$ cat config.mk
export PLATFORM = sky130hd
export DESIGN_NAME = accu_seq
export DESIGN_NICKNAME = d
export VERILOG_FILES = /design/src/rtl/accu_pkg.sv /design/src/rtl/accu_addsub_sat.sv /design/src/rtl/accu_seq.sv
export SDC_FILE = /design/constraint.sdc
export NUM_CORES = 1
export LEC_CHECK = 0
export CORE_ASPECT_RATIO = 1.75
export CORE_UTILIZATION = 49
export CTS_CLUSTER_SIZE = 20
export DETAILED_ROUTE_END_ITERATION = 12
export PLACE_DENSITY = 0.79
export SLEW_MARGIN = 40
export SYNTH_ARGS = -nofsm -noshare
export SYNTH_HDL_FRONTEND = slang
export SYNTH_SLANG_ARGS = --single-unit
$ cat constraint.sdc
create_clock -name clk -period 2.7 [get_ports clk]
set_clock_uncertainty 0.1 [all_clocks]
set_input_delay 0.405 -clock clk [delete_from_list [all_inputs] [get_ports clk]]
set_output_delay 0.405 -clock clk [all_outputs]
set_load 0.005 [all_outputs]
$ cat src/rtl/accu_pkg.sv
// Shared definitions for the accumulator datapath: op encodings and signed range helpers.
package accu_pkg;

  localparam logic [1:0] OP_ADD  = 2'b00;
  localparam logic [1:0] OP_SUB  = 2'b01;
  localparam logic [1:0] OP_LOAD = 2'b10;
  localparam logic [1:0] OP_CLR  = 2'b11;

  // Callers truncate the 64-bit result to their own width.
  function automatic logic [63:0] max_pos(input int unsigned width);
    return (64'd1 << (width - 1)) - 64'd1;
  endfunction

  function automatic logic [63:0] max_neg(input int unsigned width);
    return 64'd1 << (width - 1);
  endfunction

endpackage

$ cat src/rtl/accu_addsub_sat.sv
// Combinational signed add/subtract with overflow detection and optional saturation.
module accu_addsub_sat
  import accu_pkg::*;
#(
  parameter int unsigned WIDTH = 8
) (
  input  logic [WIDTH-1:0] a,
  input  logic [WIDTH-1:0] b,
  input  logic             sub,
  input  logic             sat_en,
  output logic [WIDTH-1:0] result,
  output logic             ovf
);

  localparam logic [WIDTH-1:0] MaxPos = WIDTH'(max_pos(WIDTH));
  localparam logic [WIDTH-1:0] MaxNeg = WIDTH'(max_neg(WIDTH));

  logic [WIDTH-1:0] b_eff;
  logic [WIDTH-1:0] raw;

  always_comb begin
    b_eff  = sub ? ~b : b;
    raw    = a + b_eff + WIDTH'(sub);
    // Comparing against the inverted operand covers both add and subtract rules.
    ovf    = (a[WIDTH-1] == b_eff[WIDTH-1]) && (raw[WIDTH-1] != a[WIDTH-1]);
    result = raw;
    if (sat_en && ovf) begin
      result = a[WIDTH-1] ? MaxNeg : MaxPos;
    end
  end

endmodule

$ cat src/rtl/accu_seq.sv
// Clocked signed accumulator: one add/sub/load/clear per accepted beat, registered result
// and flags behind a valid/ready handshake.
module accu_seq
  import accu_pkg::*;
#(
  parameter int unsigned WIDTH       = 8,
  parameter bit          SAT_DEFAULT = 1'b0
) (
  input  logic             clk,
  input  logic             rst,
  input  logic             in_valid,
  output logic             in_ready,
  input  logic [WIDTH-1:0] in_data,
  input  logic [1:0]       in_op,
  input  logic             sat_en,
  output logic             out_valid,
  input  logic             out_ready,
  output logic [WIDTH-1:0] out_data,
  output logic             out_ovf,
  output logic             out_zero,
  output logic             out_neg,
  output logic             ovf_sticky
);

  logic [WIDTH-1:0] acc_q, acc_d;
  logic [WIDTH-1:0] out_data_q, out_data_d;
  logic             out_valid_q, out_valid_d;
  logic             out_ovf_q, out_ovf_d;
  logic             sticky_q, sticky_d;
  logic             sat_q, sat_d;

  logic             accept;
  logic             sat_mode;
  logic [WIDTH-1:0] as_result;
  logic             as_ovf;
  logic [WIDTH-1:0] op_result;
  logic             op_ovf;

  assign in_ready = !out_valid_q || out_ready;
  assign accept   = in_valid && in_ready;
  // The beat's own sat_en governs its op; the register only retains the last accepted mode.
  assign sat_mode = accept ? sat_en : sat_q;

  accu_addsub_sat #(
    .WIDTH(WIDTH)
  ) u_addsub (
    .a     (acc_q),
    .b     (in_data),
    .sub   (in_op == OP_SUB),
    .sat_en(sat_mode),
    .result(as_result),
    .ovf   (as_ovf)
  );

  always_comb begin
    op_result = '0;
    op_ovf    = 1'b0;
    unique case (in_op)
      OP_ADD, OP_SUB: begin
        op_result = as_result;
        op_ovf    = as_ovf;
      end
      OP_LOAD: op_result = in_data;
      OP_CLR:  op_result = '0;
      default: op_result = '0;
    endcase
  end

  always_comb begin
    acc_d       = acc_q;
    out_data_d  = out_data_q;
    out_ovf_d   = out_ovf_q;
    sticky_d    = sticky_q;
    sat_d       = sat_q;
    out_valid_d = out_valid_q && !out_ready;
    if (accept) begin
      acc_d       = op_result;
      out_data_d  = op_result;
      out_ovf_d   = op_ovf;
      sticky_d    = (in_op == OP_CLR) ? 1'b0 : (sticky_q || op_ovf);
      sat_d       = sat_en;
      out_valid_d = 1'b1;
    end
  end

  always_ff @(posedge clk or posedge rst) begin
    if (rst) begin
      acc_q       <= '0;
      out_data_q  <= '0;
      out_valid_q <= 1'b0;
      out_ovf_q   <= 1'b0;
      sticky_q    <= 1'b0;
      sat_q       <= SAT_DEFAULT;
    end else begin
      acc_q       <= acc_d;
      out_data_q  <= out_data_d;
      out_valid_q <= out_valid_d;
      out_ovf_q   <= out_ovf_d;
      sticky_q    <= sticky_d;
      sat_q       <= sat_d;
    end
  end

  assign out_valid  = out_valid_q;
  assign out_data   = out_data_q;
  assign out_ovf    = out_ovf_q;
  assign out_zero   = (out_data_q == '0);
  assign out_neg    = out_data_q[WIDTH-1];
  assign ovf_sticky = sticky_q;

endmodule
---- Yosys cells after proc, flatten, opt, wreduce, memory -nomap -nowiden ----
Index checks and enable logic that the tools add are counted.
operators by class
  $add $sub $neg .......................... 2
  equality and inequality tests ........... 5
  muxes and demuxes ....................... 8
  bitwise logic cells ..................... 1
  reductions and logical operators ........ 11
operator list
  operator            number
  $mux 8              3
  $pmux 8 s3          1
  $add 8x1->8         1
  $add 8x8->8         1
  $logic_not 8->1     1
  $not 8->8           1
  $eq 2x2->1 const B  2
  $logic_and 1x1->1   4
  $mux 1              4
  $eq 2x1->1 const B  1
  $logic_not 1->1     2
  $logic_not 2->1     1
  $logic_or 1x1->1    2
  $reduce_or 2->1     1
  $eq 1x1->1          1
  $ne 1x1->1          1
word-level totals
  register bits ........................... 12
  input bits .............................. 15
  output and inout bits ................... 14

---- Logic depth before layout (Yosys ltp) ----
Gate-level depths: netlist of the first run.
  depth in word-level cells ............... 9
  gate-level depth with buffers ........... 12
  gate-level depth less buffers ........... 11

---- Hierarchy ----
Synthesis of the first run repeated with hierarchy kept, for this count alone.
unflattened totals
  cell total of the unflattened synthesis .. 147
  area total of the unflattened synthesis .. 1,211.2 um2
by module, submodules not included
  module           times used  cells each  area an instance (um2)
  accu_seq         1           65          631.9
  accu_addsub_sat  1           82          579.3

---- Worst setup path after synthesis of the first run ----
No wires, ideal clock.
  path kind ............................... input to register
  start ................................... input port in_op[1]
  end ..................................... register out_data_q[5] (netlist: out_data[5])
  arrival time ............................ 2,469 ps
  data required time ...................... 2,472 ps
  path slack .............................. 3 ps
  stages .................................. 10
  buffers on the path ..................... 0
  cell sequence ........................... inv_1 nand2_1 xnor2_1 ha_1 a21o_1 or2_2 a31oi_1 mux2_1 o2111ai_1 nand3_1
between the ends
  cells in the longest elaborated chain, start to end .. 9
  elaborated cells on any way between the ends .. 14
ends and longest elaborated chain
  what                  line                            RTL
  from (decl)           accu_seq.sv:14                  input logic [1:0] in_op,
  $eq 2x1->1            accu_seq.sv:49, accu_seq.sv:58
  $mux 8                accu_addsub_sat.sv:22           b_eff = sub ? ~b : b;
  $add 8x8->8           accu_addsub_sat.sv:23           raw = a + b_eff + WIDTH'(sub);
  $add 8x1->8           accu_addsub_sat.sv:23
  $ne 1x1->1            accu_addsub_sat.sv:25           ovf = (a[WIDTH-1] == b_eff[WIDTH-1]) && (raw[WIDTH-1] != a[WIDTH-1]);
  $logic_and 1x1->1     accu_addsub_sat.sv:25
  $logic_and 1x1->1     accu_addsub_sat.sv:27           if (sat_en && ovf) begin
  $mux 8                accu_addsub_sat.sv:27
  $pmux 8 s3 *          accu_seq.sv:58                  unique case (in_op)
  to (signal assigned)  accu_seq.sv:96                  out_data_q <= out_data_d;
  to (decl)             accu_seq.sv:26                  logic [WIDTH-1:0] out_data_q, out_data_d;
Every way passes the cells marked *; elsewhere a longest branch is shown, timed or not.
A chain may end at the register's enable or synchronous reset.

---- Worst setup path in the final report of the first run ----
  start ................................... input port in_data[2]
  end ..................................... register out_data_q[5] (netlist: out_data[5])
between the ends
  cells in the longest elaborated chain, start to end .. 9
ends and longest elaborated chain
  what               line                   RTL
  from (decl)        accu_seq.sv:13         input logic [WIDTH-1:0] in_data,
  $not 8->8          accu_addsub_sat.sv:22
  $mux 8 *           accu_addsub_sat.sv:22
  $add 8x8->8 *      accu_addsub_sat.sv:23
  $add 8x1->8 *      accu_addsub_sat.sv:23
  $ne 1x1->1         accu_addsub_sat.sv:25
  $logic_and 1x1->1  accu_addsub_sat.sv:25
  $logic_and 1x1->1  accu_addsub_sat.sv:27
  $mux 8 *           accu_addsub_sat.sv:27
  $pmux 8 s3 *       accu_seq.sv:58
Marks and branches as above.

==> results of run 1 <==
## power groups by stage
stage	Combinational, mW	Clock, mW	Sequential [mW]
after floorplan	0.652	0	0.317
after global routing	1.44	0.208	0.333
after CTS	1.27	0.201	0.321
after global placement	1.08	0	0.320
after detailed placement	1.12	0	0.325
final	1.35	0.202	0.324
## routing by layer
| layer | global-route usage, % | up-vias | routed length (um) | part of all wire (%) |
|---|---|---|---|---|
| li1 | - | 655 | - | - |
| met1 | 39.1 | 678 | 1520 | 34 |
| met2 | 65.2 | 84 | 2460 | 55 |
| met3 | 8.22 | 30 | 236 | 5.3 |
| met4 | 26.7 | 0 | 274 | 6.1 |
| met5 | 0 | - | 0 | 0 |
## worst max-delay path, cell delays in order
cell	delay, ps
clkdlybuf4s50_1	490
xnor2_2	190
ha_1	320
a21o_1	210
or2_4	280
a31oi_4	200
mux2_1	340
o2111ai_1	110
nand3_1	100
## metrics by stage
step                hold slack [ps]  total power [mW]  cells  util (%)
floorplan                       170             0.969    148         -
CTS                             412              1.79    232      79.8
global route                    458              1.98    232      80.8
global placement                395              1.40    219      72.2
finish                          407              1.87    232      80.8
detailed placement              417              1.44    219      72.2
## logic make-up (layout without fill, tap and decap cells)
family	after synthesis	count (layout)
muxes	4	4
buffers and inverters	10	68
DFF	12	12
adders and majority gates	8	8
AOI/OAI and AO/OA	46	46
and+or+nand+nor	55	56
xor gates and xnor gates	13	13
## cells in the mapped netlist, types with 4 or more instances
cell,n
o21ai_0,6
xnor2_1,11
inv_1,4
nor2_1,12
nand2b_1,8
a21o_1,4
a21oi_1,10
ha_1,7
nand2_1,13
nand3_1,5
dfrtp_1,12
clkbuf_1,4
a31oi_1,7
o211ai_1,4
## layout make-up
| class | count | area [um2] |
|---|---|---|
| clock buffer | 4 | 55.1 |
| fill | 146 | 442 |
| inverter | 4 | 15.0 |
| multi-input combinational | 127 | 933 |
| sequential | 12 | 300 |
| tap | 25 | 31.3 |
| timing repair buffer | 60 | 526 |
## flip-flops by register name, indices dropped and copies added, names as in the netlist, named ones only
name        cells
out_ovf         1
ovf_sticky      1
out_valid       1
out_data        7
sat_q           1
## final timing paths
path / depth (start not counted) / endpoint / slack, ps
max in group asynchronous: 2 / out_valid$_DFF_PP0_ / 1740
worst max-delay path: 9 / out_data[5]$_DFFE_PP0P_ / 80
min in group clk: 1 / out_ovf$_DFFE_PP0P_ / 440
worst min-delay path: 2 / out_data[6]$_DFFE_PP0P_ / 410
worst min register to register: 1 / out_ovf$_DFFE_PP0P_ / 440
worst max register to register: 10 / out_data[6]$_DFFE_PP0P_ / 460
## timing repair
action	in CTS	in global routing
buffers inserted	8	0
cloned	1	0
pin swaps	8	2
endpoints found under the setup margin	10	5
resized for setup	15	4
==> impl_metrics.prom, run 1 <==
# TYPE chip_impl_metric gauge
chip_impl_info{name="result_of_the_run",value="completed"} 1
chip_impl_metric{name="floorplan.initialDensity",unit="%"} 52.3
chip_impl_metric{name="finalCriticalPeriod",unit="ps"} 2620
chip_impl_metric{name="hold_buffers",unit=""} 0
chip_impl_metric{name="die-area",unit="um2"} 2670
chip_impl_metric{name="synth_compound_area_share",unit="%"} 25.5
chip_impl_metric{name="power_per_cell_area",unit="nW/um2"} 1010
chip_impl_metric{name="post-dp-hpwl",unit="um"} 3110
chip_impl_metric{name="vias_per_cell",unit=""} 6.24
chip_impl_metric{name="wl_per_cell",unit="um"} 19.4
chip_impl_metric{name="p_sw_share",unit="%"} 43.3
chip_impl_metric{name="die_height",unit="um"} 67.6
chip_impl_metric{name="first_pass_iters",unit=""} 5
chip_impl_metric{name="groute.usage.overall",unit="%"} 38.4
chip_impl_metric{name="postSynth.asyncResetShare",unit="%"} 100
chip_impl_metric{name="route.antenna.remaining_nets",unit=""} 0
chip_impl_info{name="layout.cells.most_common_list",value="30 x buf_4, 26 x clkdlybuf4s50_1, 12 x nand2_1, 12 x nor2_1, 12 x dfrtp_1"} 1
chip_impl_metric{name="final_net_count",unit=""} 231
chip_impl_metric{name="fmax",unit="GHz"} 0.381
chip_impl_metric{name="period_share",unit="%"} 97.2
chip_impl_metric{name="placed_area",unit="um2"} 1660
chip_impl_metric{name="syn_avg_cell_area",unit="um2"} 8.13
chip_impl_info{name="timing.critical_path.from",value="in_data[2]"} 1
chip_impl_metric{name="power.static_leakage",unit="nW"} 0.817
chip_impl_metric{name="core_area",unit="um2"} 2300
chip_impl_metric{name="internal_power_summed_over_all_cells",unit="mW"} 1.06
chip_impl_metric{name="finalWorstSetupSlack",unit="ps"} 75.5
chip_impl_metric{name="power.sequential.fraction",unit="%"} 17.3
chip_impl_info{name="critPathCaptureType",value="flop"} 1
chip_impl_metric{name="tritoncts_num_sinks",unit=""} 12
chip_impl_metric{name="synth-adder-area-share",unit="%"} 8.94
chip_impl_metric{name="post_route_cells_drive_above_1_share",unit="%"} 24.6
chip_impl_metric{name="place_congestion",unit=""} 1.00
chip_impl_metric{name="path_max_fanout",unit=""} 2
chip_impl_metric{name="syn2layout_area_growth",unit="%"} 54.6
chip_impl_info{name="dominantRegCellSynth",value="dfrtp_1"} 1
chip_impl_metric{name="synth_enable_flop_cells",unit=""} 0
chip_impl_metric{name="share_comb_of_total_power",unit="%"} 71.9
chip_impl_info{name="critical_path.reg2reg.startpoint",value="out_data[0]$_DFFE_PP0P_"} 1
chip_impl_metric{name="final_number_of_setup_violating_endpoints",unit=""} 0
chip_impl_metric{name="totalNegativeSetupSlack",unit="ps"} 0
chip_impl_metric{name="synth-warning-count",unit=""} 0
chip_impl_metric{name="dr_total_vias",unit=""} 1447
chip_impl_metric{name="share_of_the_yosys_chip_area_belonging_to_registers",unit="%"} 24.9
chip_impl_metric{name="slew_headroom",unit="%"} 63.9
chip_impl_metric{name="flop_and_latch_count_out_of_synthesis",unit=""} 12
chip_impl_info{name="cts_tree",value="yes"} 1
chip_impl_metric{name="critPathRequiredTime",unit="ps"} 2730
chip_impl_info{name="combinational_family_with_the_most_area_after_synthesis",value="compound AO/OA/AOI/OAI gates"} 1
chip_impl_metric{name="ir_drop",unit="mV"} 0.583
chip_impl_info{name="crit_path_start_kind",value="input port"} 1
chip_impl_metric{name="drt-initial-drc-count",unit=""} 104
chip_impl_metric{name="timing_max_transition_violations_final",unit=""} 0
chip_impl_info{name="ctsRootBufferMaster",value="clkbuf_8"} 1
chip_impl_metric{name="postLayoutCellArea",unit="um2"} 1860
chip_impl_metric{name="tritoncts.num_buffers",unit=""} 3
chip_impl_metric{name="synthesis.nets",unit=""} 171
chip_impl_metric{name="wirelength",unit="um"} 4490
chip_impl_metric{name="global_route.overflow_total",unit=""} 0
chip_impl_metric{name="power_frac_clock",unit="%"} 10.8
chip_impl_metric{name="design.portCount",unit=""} 29
chip_impl_metric{name="core.rowCount",unit=""} 23
chip_impl_metric{name="first_global_vias",unit=""} 1521
chip_impl_info{name="yosysTopAreaCell",value="dfrtp_1"} 1
chip_impl_metric{name="port_buffers",unit=""} 28
chip_impl_metric{name="grt_first_pass_wirelength",unit="um"} 7040
chip_impl_metric{name="worst_slew_pin_slew",unit="ps"} 540
chip_impl_info{name="ys_top_cells_by_area",value="dfrtp_1 25%, xnor2_1 8.0%, ha_1 7.3%"} 1
chip_impl_metric{name="synth_xor_xnor_area_share",unit="%"} 9.46
chip_impl_metric{name="drv_cap",unit=""} 0
chip_impl_metric{name="crit_arrival",unit="ps"} 2650
chip_impl_metric{name="synth.lib_cells_used.distinct",unit=""} 43
chip_impl_metric{name="post_synth_inst_count",unit=""} 148
chip_impl_metric{name="net-switching-power",unit="mW"} 0.811
chip_impl_metric{name="chipWidth",unit="um"} 39.5
chip_impl_metric{name="cts-root-to-sink-buffers",unit=""} 2
chip_impl_metric{name="worst_setup_hold_path_clk_slew",unit="ps"} 60
chip_impl_metric{name="cell_area_after_synthesis",unit="um2"} 1200
chip_impl_info{name="hold_path.class",value="input port to asynchronous set/reset pin"} 1
chip_impl_info{name="layout_commonest_cell",value="buf_4"} 1
chip_impl_metric{name="synth-simple-area-share",unit="%"} 23.7
chip_impl_metric{name="grt_start_max_net_pins",unit=""} 16
chip_impl_metric{name="top_area_cell_type_share_of_the_netlist_area",unit="%"} 24.9
chip_impl_metric{name="post_synth_mux_area_share",unit="%"} 3.43
chip_impl_info{name="critPathKind",value="input port to flop"} 1
chip_impl_metric{name="grt_antenna_before_repair",unit=""} 0
chip_impl_metric{name="drc",unit=""} 0
chip_impl_metric{name="post-place-ws",unit="ps"} -462
chip_impl_metric{name="worstSkewPairLatency",unit="ps"} 240
chip_impl_metric{name="insertedDiodeCount",unit=""} 0
chip_impl_metric{name="cts-htree-levels",unit=""} 1
chip_impl_metric{name="report.final.hold_viol_count",unit=""} 0
Power figures use the tool's default switching activity.
==> run 2, diff against run 1 <==
--- a/config.mk
+++ b/config.mk
@@ -5,11 +5,11 @@
 export SDC_FILE = /design/constraint.sdc
 export NUM_CORES = 1
 export LEC_CHECK = 0
-export CORE_ASPECT_RATIO = 1.75
-export CORE_UTILIZATION = 49
+export CORE_UTILIZATION = 60
 export CTS_CLUSTER_SIZE = 20
 export DETAILED_ROUTE_END_ITERATION = 12
-export PLACE_DENSITY = 0.79
+export DONT_BUFFER_PORTS = 1
+export PLACE_DENSITY = 0.76
 export SLEW_MARGIN = 40
 export SYNTH_ARGS = -nofsm -noshare
 export SYNTH_HDL_FRONTEND = slang
==> run 2 against run 1 <==
Net effect: final cell count decreased by 23%; first-iteration DRC count down 44%; die area is 18% lower; via count decreased by 21%; total power down 33%; routed wire length is 33% lower; combinational power fell by 39%; sequential power is 5% higher; clock power shrank 50%; critical endpoint unchanged; largest cell class unchanged.
==> impl_metrics.prom, run 2 (synthesis gave the netlist of run 1 again) <==
# TYPE chip_impl_metric gauge
chip_impl_metric{name="worst_slew_pin_slew",unit="ps"} 446
chip_impl_metric{name="power_frac_clock",unit="%"} 8.1
chip_impl_metric{name="port_buffers",unit=""} 0
chip_impl_metric{name="cts-htree-levels",unit=""} 1
chip_impl_metric{name="syn2layout_area_growth",unit="%"} 7.48
chip_impl_metric{name="report.final.hold_viol_count",unit=""} 0
chip_impl_metric{name="fmax",unit="GHz"} 0.403
chip_impl_metric{name="fillers",unit=""} 161
chip_impl_metric{name="p_sw_share",unit="%"} 47.2
chip_impl_metric{name="power.sequential.fraction",unit="%"} 27.0
chip_impl_metric{name="crit_arrival",unit="ps"} 2520
chip_impl_metric{name="power.static_leakage",unit="nW"} 0.558
chip_impl_metric{name="chipWidth",unit="um"} 46.8
chip_impl_metric{name="die-area",unit="um2"} 2190
chip_impl_info{name="worst_hold_startpoint",value="in_op[1]"} 1
chip_impl_metric{name="tritoncts_num_sinks",unit=""} 12
chip_impl_metric{name="period_share",unit="%"} 91.9
chip_impl_metric{name="first_pass_iters",unit=""} 4
chip_impl_info{name="critical_path.reg2reg.startpoint",value="out_data[2]$_DFFE_PP0P_"} 1
chip_impl_metric{name="timing_max_transition_violations_final",unit=""} 0
chip_impl_metric{name="global_route.overflow_total",unit=""} 0
chip_impl_info{name="ctsRootBufferMaster",value="clkbuf_4"} 1
chip_impl_metric{name="drv_cap",unit=""} 0
chip_impl_metric{name="finalWorstSetupSlack",unit="ps"} 220
chip_impl_metric{name="floorplan.initialDensity",unit="%"} 66.8
chip_impl_metric{name="finalCriticalPeriod",unit="ps"} 2480
chip_impl_info{name="hold_path.class",value="input port to flop"} 1
chip_impl_info{name="critPathKind",value="input port to flop"} 1
chip_impl_metric{name="power_per_cell_area",unit="nW/um2"} 973
chip_impl_info{name="layout_commonest_cell",value="nand2_1"} 1
chip_impl_metric{name="route.antenna.remaining_nets",unit=""} 0
chip_impl_metric{name="worst-r2r-setup-slack",unit="ps"} 340
chip_impl_metric{name="path_max_fanout",unit=""} 14
chip_impl_metric{name="grt_first_pass_wirelength",unit="um"} 4600
chip_impl_metric{name="internal_power_summed_over_all_cells",unit="mW"} 0.665
chip_impl_metric{name="post-dp-hpwl",unit="um"} 2440
chip_impl_info{name="cts_tree",value="yes"} 1
chip_impl_info{name="timing.critical_path.from",value="in_op[1]"} 1
chip_impl_metric{name="largest_register_ffs",unit=""} 7
chip_impl_metric{name="grt_antenna_before_repair",unit=""} 0
chip_impl_metric{name="die_height",unit="um"} 46.8
chip_impl_metric{name="drc",unit=""} 0
chip_impl_metric{name="tritoncts.num_buffers",unit=""} 3
chip_impl_metric{name="design.portCount",unit=""} 29
chip_impl_metric{name="share_comb_of_total_power",unit="%"} 64.9
chip_impl_metric{name="groute.usage.overall",unit="%"} 29.8
chip_impl_metric{name="area_used_by_sequential_logic_in_the_layout",unit="um2"} 300
chip_impl_metric{name="wirelength",unit="um"} 3000
chip_impl_metric{name="insertedDiodeCount",unit=""} 0
chip_impl_metric{name="ir_drop",unit="mV"} 0.739
chip_impl_metric{name="slew_headroom",unit="%"} 70.3
chip_impl_info{name="crit_path_start_kind",value="input port"} 1
chip_impl_metric{name="post-place-ws",unit="ps"} -64.0
chip_impl_metric{name="fin_hold_ws",unit="ps"} 127
chip_impl_info{name="critPathCaptureType",value="flop"} 1
chip_impl_metric{name="final_number_of_setup_violating_endpoints",unit=""} 0
chip_impl_metric{name="net-switching-power",unit="mW"} 0.594
chip_impl_metric{name="total_area_of_multi_input_combinational_cells",unit="um2"} 855
chip_impl_metric{name="dr_total_vias",unit=""} 1139
chip_impl_metric{name="drt-initial-drc-count",unit=""} 58
chip_impl_metric{name="wl_per_cell",unit="um"} 16.8
chip_impl_metric{name="worst_setup_hold_path_clk_slew",unit="ps"} 70
chip_impl_metric{name="vias_per_cell",unit=""} 6.36
chip_impl_metric{name="post_route_cells_drive_above_1_share",unit="%"} 10.4
chip_impl_metric{name="core_area",unit="um2"} 1800
chip_impl_info{name="result_of_the_run",value="completed"} 1
chip_impl_metric{name="first_global_vias",unit=""} 1119
chip_impl_metric{name="final_net_count",unit=""} 179
chip_impl_metric{name="worstSkewPairLatency",unit="ps"} 260
chip_impl_metric{name="critPathRequiredTime",unit="ps"} 2740
chip_impl_metric{name="grt_start_max_net_pins",unit=""} 15
chip_impl_metric{name="core.rowCount",unit=""} 15
chip_impl_metric{name="place_congestion",unit=""} 0.904
chip_impl_info{name="rsz0062_at_grt",value="false"} 1
chip_impl_info{name="layout.cells.most_common_list",value="13 x nand2_1, 12 x nor2_1, 12 x dfrtp_1"} 1
chip_impl_metric{name="cts-root-to-sink-buffers",unit=""} 2
==> run 2: path summary, 6_finish.rpt <==
path	cells past startpoint	end
setup / recovery	10	out_data[5]$_DFFE_PP0P_
hold / removal	1	ovf_sticky$_DFFE_PP0P_
setup reg to reg	7	out_data[5]$_DFFE_PP0P_
hold reg to reg	1	out_ovf$_DFFE_PP0P_
max in group asynchronous	2	out_data[6]$_DFFE_PP0P_
min in group asynchronous	2	sat_q$_DFF_PP0_
==> run 2: timing repair <==
item	CTS	global route
endpoints found under the hold margin	12	0
buffers inserted	0	0
gates resized for setup	0	0
hold buffers	1	0
==> run 2: through the flow <==
stage                     util, %  area [um2]  cells  power [mW]  setup TNS [ps]
after floorplan                 -        1200    148       0.969               0
after global placement       70.0        1260    175        1.12           -31.9
after detailed placement     70.0        1260    175        1.15           -64.0
after CTS                    71.8        1290    179        1.25               0
after global routing         71.8        1290    179        1.36               0
final                        71.8        1290    179        1.26               0
==> run 2: critical path, stage by stage <==
cell	delay (ps)
inv_1	60
nand2_1	160
xnor2_1	260
ha_1	300
a21o_1	190
or2_2	310
a31oi_1	270
mux2_1	360
o2111ai_1	110
nand3_1	100
==> run 2: layer usage <==
layer | GRT usage, % | part of all wire (%) | up-vias
met4 | 10.3 | 2.1 | 0
met2 | 51.4 | 49 | 67
met1 | 36.3 | 40 | 513
met5 | 0 | 0 | -
li1 | - | - | 549
met3 | 6.92 | 8.8 | 10
==> run 2: area by class of cell <==
class,instances,area share (%)
timing repair buffer,9,5.42
clock buffer,3,1.74
sequential,12,23.2
multi-input combinational,126,66.1
tap,25,2.42
inverter,4,1.16
==> run 2: power by group through the flow <==
stage	sequential, mW	clock, mW	combinational [mW]
global placement	0.344	0	0.779
detailed placement	0.344	0	0.803
finish	0.340	0.102	0.817
global route	0.351	0.116	0.897
floorplan	0.317	0	0.652
CTS	0.340	0.107	0.808
